File: src/rtl/spi_slave_param.sv
// SPI slave with a command word followed by an unlimited burst of data words.
// Drives write/read strobes for a simple register peripheral.
module spi_slave_param #(
    parameter int DATA_W      = 8,
    parameter int PSEL_W      = 5,
    parameter int CPOL        = 0,
    parameter int CPHA        = 0,
    parameter int SYNC_STAGES = 2
) (
    input  logic              clk_clk,
    input  logic              reset_reset_n,
    input  logic              ispi_sclk,
    input  logic              ispi_ss_n,
    input  logic              ispi_in,
    input  logic [DATA_W-1:0] ispi_send_word,
    output logic              ospi_out,
    output logic [DATA_W-1:0] ospi_rcv_cmd,
    output logic [DATA_W-1:0] ospi_rcv_word,
    output logic [PSEL_W-1:0] ospi_periph_slct,
    output logic              ospi_write_sig,
    output logic              ospi_inc_wraddr,
    output logic              ospi_rd_req,
    output logic              ospi_frame_active
);

    localparam int              CNT_W          = $clog2(DATA_W);
    localparam logic [CNT_W-1:0] LAST_BIT      = CNT_W'(DATA_W - 1);
    localparam bit              SAMPLE_ON_RISE = (CPOL == CPHA);

    typedef enum logic [1:0] {
        IDLE = 2'd0,
        CMD  = 2'd1,
        DATA = 2'd2
    } state_t;

    // Input synchronisers and edge-detect history
    logic [SYNC_STAGES-1:0] sclk_sync_q;
    logic [SYNC_STAGES-1:0] ss_sync_q;
    logic [SYNC_STAGES-1:0] mosi_sync_q;
    logic                   sclk_prev_q;
    logic                   ss_prev_q;

    logic sclk_s;
    logic ss_s;
    logic mosi_s;
    logic sclk_rise;
    logic sclk_fall;
    logic sample_edge;
    logic shift_edge;
    logic ss_fall;
    logic ss_rise;

    state_t              state_q, state_d;
    logic [CNT_W-1:0]    bit_cnt_q, bit_cnt_d;
    logic [DATA_W-1:0]   rx_q, rx_d;
    logic [DATA_W-1:0]   tx_q, tx_d;
    logic [DATA_W-1:0]   cmd_q, cmd_d;
    logic [DATA_W-1:0]   word_q, word_d;
    logic                is_wr_q, is_wr_d;
    logic                write_sig_q, write_sig_d;
    logic                rd_req_q, rd_req_d;
    logic                inc_q, inc_d;
    logic                rd_dly_q, rd_dly_d;
    logic [DATA_W-1:0]   rx_next;

    always_ff @(posedge clk_clk or negedge reset_reset_n) begin
        if (!reset_reset_n) begin
            sclk_sync_q <= '0;
            ss_sync_q   <= '0;
            mosi_sync_q <= '0;
            sclk_prev_q <= 1'b0;
            ss_prev_q   <= 1'b0;
        end else begin
            sclk_sync_q <= {sclk_sync_q[SYNC_STAGES-2:0], ispi_sclk};
            ss_sync_q   <= {ss_sync_q[SYNC_STAGES-2:0], ispi_ss_n};
            mosi_sync_q <= {mosi_sync_q[SYNC_STAGES-2:0], ispi_in};
            sclk_prev_q <= sclk_s;
            ss_prev_q   <= ss_s;
        end
    end

    // Synchronisers reset to 0, so ss_n held low through reset never looks like a falling edge.
    assign sclk_s      = sclk_sync_q[SYNC_STAGES-1];
    assign ss_s        = ss_sync_q[SYNC_STAGES-1];
    assign mosi_s      = mosi_sync_q[SYNC_STAGES-1];
    assign sclk_rise   = sclk_s & ~sclk_prev_q;
    assign sclk_fall   = ~sclk_s & sclk_prev_q;
    assign sample_edge = SAMPLE_ON_RISE ? sclk_rise : sclk_fall;
    assign shift_edge  = SAMPLE_ON_RISE ? sclk_fall : sclk_rise;
    assign ss_fall     = ~ss_s & ss_prev_q;
    assign ss_rise     = ss_s & ~ss_prev_q;
    assign rx_next     = {rx_q[DATA_W-2:0], mosi_s};

    always_ff @(posedge clk_clk or negedge reset_reset_n) begin
        if (!reset_reset_n) begin
            state_q     <= IDLE;
            bit_cnt_q   <= '0;
            rx_q        <= '0;
            tx_q        <= '0;
            cmd_q       <= '0;
            word_q      <= '0;
            is_wr_q     <= 1'b0;
            write_sig_q <= 1'b0;
            rd_req_q    <= 1'b0;
            inc_q       <= 1'b0;
            rd_dly_q    <= 1'b0;
        end else begin
            state_q     <= state_d;
            bit_cnt_q   <= bit_cnt_d;
            rx_q        <= rx_d;
            tx_q        <= tx_d;
            cmd_q       <= cmd_d;
            word_q      <= word_d;
            is_wr_q     <= is_wr_d;
            write_sig_q <= write_sig_d;
            rd_req_q    <= rd_req_d;
            inc_q       <= inc_d;
            rd_dly_q    <= rd_dly_d;
        end
    end

    always_comb begin
        state_d     = state_q;
        bit_cnt_d   = bit_cnt_q;
        rx_d        = rx_q;
        tx_d        = tx_q;
        cmd_d       = cmd_q;
        word_d      = word_q;
        is_wr_d     = is_wr_q;
        write_sig_d = 1'b0;
        rd_req_d    = 1'b0;
        inc_d       = write_sig_q | rd_req_q;
        rd_dly_d    = rd_req_q;

        // Send word is captured two cycles after the request that asked for it.
        if (rd_dly_q) begin
            tx_d = ispi_send_word;
        end

        case (state_q)
            IDLE: begin
                bit_cnt_d = '0;
                if (ss_fall) begin
                    state_d = CMD;
                end
            end
            CMD, DATA: begin
                if (ss_rise) begin
                    state_d   = IDLE;
                    bit_cnt_d = '0;
                end else if (sample_edge) begin
                    rx_d = rx_next;
                    if (bit_cnt_q == LAST_BIT) begin
                        bit_cnt_d = '0;
                        if (state_q == CMD) begin
                            state_d  = DATA;
                            cmd_d    = rx_next;
                            is_wr_d  = rx_next[DATA_W-1];
                            rd_req_d = ~rx_next[DATA_W-1];
                        end else if (is_wr_q) begin
                            word_d      = rx_next;
                            write_sig_d = 1'b1;
                        end else begin
                            rd_req_d = 1'b1;
                        end
                    end else begin
                        bit_cnt_d = bit_cnt_q + CNT_W'(1);
                    end
                end else if (shift_edge && (bit_cnt_q != '0)) begin
                    // The shift edge at a word boundary is skipped so the freshly loaded MSB stays on MISO.
                    tx_d = {tx_q[DATA_W-2:0], 1'b0};
                end
            end
            default: begin
                state_d   = IDLE;
                bit_cnt_d = '0;
            end
        endcase
    end

    assign ospi_out          = ((state_q == DATA) && !is_wr_q) ? tx_q[DATA_W-1] : 1'b0;
    assign ospi_rcv_cmd      = cmd_q;
    assign ospi_rcv_word     = word_q;
    assign ospi_periph_slct  = cmd_q[PSEL_W-1:0];
    assign ospi_write_sig    = write_sig_q;
    assign ospi_inc_wraddr   = inc_q;
    assign ospi_rd_req       = rd_req_q;
    assign ospi_frame_active = (state_q != IDLE);

endmodule

File: config.mk
export PLATFORM = sky130hd
export DESIGN_NAME = spi_slave_param
export DESIGN_NICKNAME = d
export VERILOG_FILES = /design/src/rtl/spi_slave_param.sv
export SDC_FILE = /design/constraint.sdc
export NUM_CORES = 1
export LEC_CHECK = 0
export CELL_PAD_IN_SITES_DETAIL_PLACEMENT = 0
export CELL_PAD_IN_SITES_GLOBAL_PLACEMENT = 1
export CORE_ASPECT_RATIO = 1.1
export CORE_MARGIN = 1.5
export CORE_UTILIZATION = 37
export CTS_CLUSTER_SIZE = 30
export DETAILED_ROUTE_END_ITERATION = 10
export MAX_ROUTING_LAYER = met4
export PLACE_DENSITY_LB_ADDON = 0.1
export SLEW_MARGIN = 30
export SYNTH_ARGS = -nofsm -noshare
export SYNTH_HDL_FRONTEND = slang
export SYNTH_SLANG_ARGS = --single-unit
export TNS_END_PERCENT = 30
File: constraint.sdc
create_clock -name clk_clk -period 1.8 [get_ports clk_clk]
set_clock_uncertainty 0.05 [all_clocks]
set_input_delay 0.36 -clock clk_clk [delete_from_list [all_inputs] [get_ports clk_clk]]
set_output_delay 0.36 -clock clk_clk [all_outputs]
set_load 0.02 [all_outputs]
==> results by group <==
Finish
  – Layout Cells excl Fill: 272
  – Synthesis-to-layout area growth: 32.33%
  – Most frequent cells in the layout: 48 x dfrtp_1, 37 x mux2_2, 35 x clkdlybuf4s50_1, 10 x buf_4, 8 x nand2_1
  – Count of nets after finishing: 217
  – Leading cell type in the layout, fill and taps excluded: dfrtp_1
  – # fillers: 497
  – Share of layout cells above drive strength 1: 34.01%
  – Number of diodes: 0
  – Finished layout cell area: 2689 sq um

Synth
  – Register bit total from synthesis: 48
  – Cell count after synthesis: 146
  – Library cells used by synthesis: 25
  – Synthesized area per cell: 13.92 sq um
  – Mapped Area: 2032 sq um
  – Post-synthesis net count: 167
  – Proportion of synthesized chip area in sequential cells: 59.11%
  – Number of warnings issued by yosys: 0

Floorplanning
  – DIE AREA: 5946 sq um
  – Starting density of the core: 38.16%
  – Die extent in y: 80.73 um
  – Top-Level Pins: 39
  – Total core area: 5325 sq um
  – Die W: 73.66 um
  – Floorplan row count: 28

Min path
  – Worst Hold Class: reg -> reg
  – Worst hold path stage count: 0
  – Startpoint of the worst hold path: ss_sync_q[0]
  – Hold Path End: ss_sync_q[1]

CTS
  – Clk root buf: clkbuf_8
  – Clock-pin slew reported for the worst setup and hold paths after clock tree synthesis: 0.08 ns
  – Clock tree from TritonCTS: yes
  – Bufs on Longest Clock Path: 2
  – CTS H-tree lvls: 2
  – CTS sink cnt: 48
  – CTS Buf Count: 5
  – Skew-Pair Late Insertion Delay: 0.30 ns

Pwr
  – Comb power frac: 18.5%
  – Part of the power in registers: 54.4%
  – Pleak: 0.001275 uW
  – Cell internal pwr: 1669 uW
  – Peak supply drop: 0.4699 mV
  – Switching power of the nets: 632.4 uW
  – Pwr/cell area: 855.7 nW/um^2
  – Switching share of total power: 27.48%
  – Power share of the clock group: 27.1%

Setup path
  – FF-to-FF Start: state_q[0]
  – Depth of the worst register-to-register path: 6
  – Crit-path max FO: 8
  – Crit Reg-Reg Endpoint: tx_q[3]
  – Data arrival time of the critical path: 1.92 ns
  – Classification of the worst setup path: reg -> reg
  – Type of origin of the critical path: flop
  – R2r setup slk: 0.02 ns
  – Origin of the worst setup path: state_q[0]
  – Crit. End Element: flop
  – Endpoint required time on the critical path: 1.94 ns

Detailed routing
  – Router iterations before antenna repair: 4
  – Total wire length after detailed routing: 3.720 mm
  – 1st-iter DRT viols: 21
  – Per-cell via count in the routed design: 4.621
  – Via total after detailed routing: 1257
  – Wire length per cell: 13.68 um
  – DRC Markers: 0
  – Routed Antenna Nets: 0

STA
  – Final slew viol count: 0
  – Total of endpoints with negative setup slack in the final report: 0
  – Number of endpoints with negative hold slack in the final report: 0
  – RSZ-0062 raised after global routing: yes
  – Slew margin rel.: 70.84%
  – Least-Margin Pin Slew: 0.4373 ns
  – Worst hold-check slack: 0.3038 ns
  – Fmax: 560.7 MHz
  – Post-route clock period utilization: 99.08%
  – Fin crit period: 1.783 ns

Place
  – Number of cells in the design after placement: 261
  – Count of buffers inserted at the top-level ports: 38
  – Post-placement cell area: 2576 sq um
  – Placer congestion estimate: 0.7550
  – Total half-perimeter wirelength after legalization and detailed placement: 2.686 mm

Flow run
  – # Max-Cap Violations: 0

Run status
  – Run status: finished clean

Global routing
  – Initial antenna violation count: 0
  – Wire length of the first global-routing pass: 6.272 mm
  – Grt total ovfl: 0
  – Via count of the first global-routing pass: 1267
  – Combined global-route utilization of all metal layers: 14.65%
  – Largest net degree at the start of global routing: 32
power by group through the flow:
stage / clock (uW) / combinational [uW] / sequential (uW)
2_1_floorplan: 0 / 258 / 1250
3_3_place_gp: 0 / 405 / 1270
3_5_place_dp: 0 / 412 / 1280
4_1_cts: 647 / 406 / 1250
5_1_grt: 700 / 469 / 1270
6_report: 624 / 425 / 1250
worst max-delay path: stages, from the launching register on:
cell and delay (ns):
dfrtp_1 0.40, inv_2 0.06, ha_1 0.34, buf_4 0.18, o2111ai_1 0.09, buf_4 0.21
mux2_2 0.34
logic make-up after synthesis:
group / after synthesis / share of synthesized area [%]
adders and majority gates: 8 / 4.926
DFF: 48 / 59.11
and+or+nand+nor: 28 / 8.129
muxes: 38 / 21.06
AOI/OAI and AO/OA: 9 / 2.894
buffers and inverters: 15 / 3.879
worst max-delay path by stage:
stage                                   to  slack (ns)  depth (start not counted)
after floorplan           ospi_rcv_word[0]       -0.07                          6
after detailed placement           tx_q[7]       0.002                          6
final                              tx_q[3]        0.02                          6
after CTS                          tx_q[3]       -0.01                          6
after global routing               tx_q[4]       -0.09                          6
after global placement             tx_q[5]        0.01                          6
metrics by stage:
| stage | setup TNS (ns) | setup WS [ns] | power (uW) | util [%] |
|---|---|---|---|---|
| floorplan | -0.5470 | -0.07435 | 1506 | - |
| global placement | 0 | 0.01417 | 1675 | 48.38 |
| detailed placement | 0 | 0.002439 | 1688 | 48.38 |
| CTS | -0.04913 | -0.01342 | 2308 | 50.19 |
| global route | -1.154 | -0.09115 | 2437 | 50.49 |
| finish | 0 | 0.01656 | 2301 | 50.49 |
registers in the layout, summed over array words and instances (netlist names):
name	cells
bit_cnt_q	3
ss_prev_q	1
ospi_inc_wraddr	1
mosi_sync_q	2
rx_q	7
ospi_rcv_cmd	8
ospi_rcv_word	8
ospi_rd_req	1
state_q	2
ss_sync_q	2
tx_q	8
ospi_write_sig	1
sclk_prev_q	1
sclk_sync_q	2
rd_dly_q	1
cells in the mapped netlist:
library cell  number  area [sq um]
or3_1              1         6.260
a22o_1             1         8.760
or2b_1             1         7.510
ha_1               8         100.1
a31oi_1            1         6.260
nor4_4             1         21.27
inv_1              6         22.52
clkbuf_1           2         7.510
dfrtp_1           48          1201
a32o_1             1         10.01
buf_4              6         45.04
nand4_1            1         6.260
a21oi_1            5         25.02
mux2_2            38         427.9
or2_2              1         6.260
nand4b_1           1         8.760
nand3_1            2         10.01
buf_1              1         3.750
and2_1             2         12.51
nor2_1             2         7.510
nand2b_1           3         18.77
nor3b_1            1         7.510
nor2b_1            3         18.77
nand2_1            9         33.78
o2111ai_1          1         8.760
layout make-up:
cell class	count	area, sq um	share of cell area [%]
repair buffers	52	515.5	19.17
flip-flops and latches	48	1201	44.67
inverters	6	22.52	0.8376
well taps	75	93.84	3.490
clock buffers	5	68.82	2.559
clock inverters	3	18.77	0.6980
multi-input cells	83	768.2	28.57
timing repair:
item,in CTS,in global routing
hold endpoints to repair,17,0
buffers inserted,0,2
gates resized for setup,3,4
hold buffers,1,0
endpoints found under the setup margin,9,31
routing by layer:
layer  GRT usage, %  wire (um)  up-vias
met5              -          0        -
met4          5.000         53        0
met3          4.517        173        6
met2          22.07       1791       28
met1          18.70       1701      629
li1               -          -      594
Power figures use the tool's default switching activity.
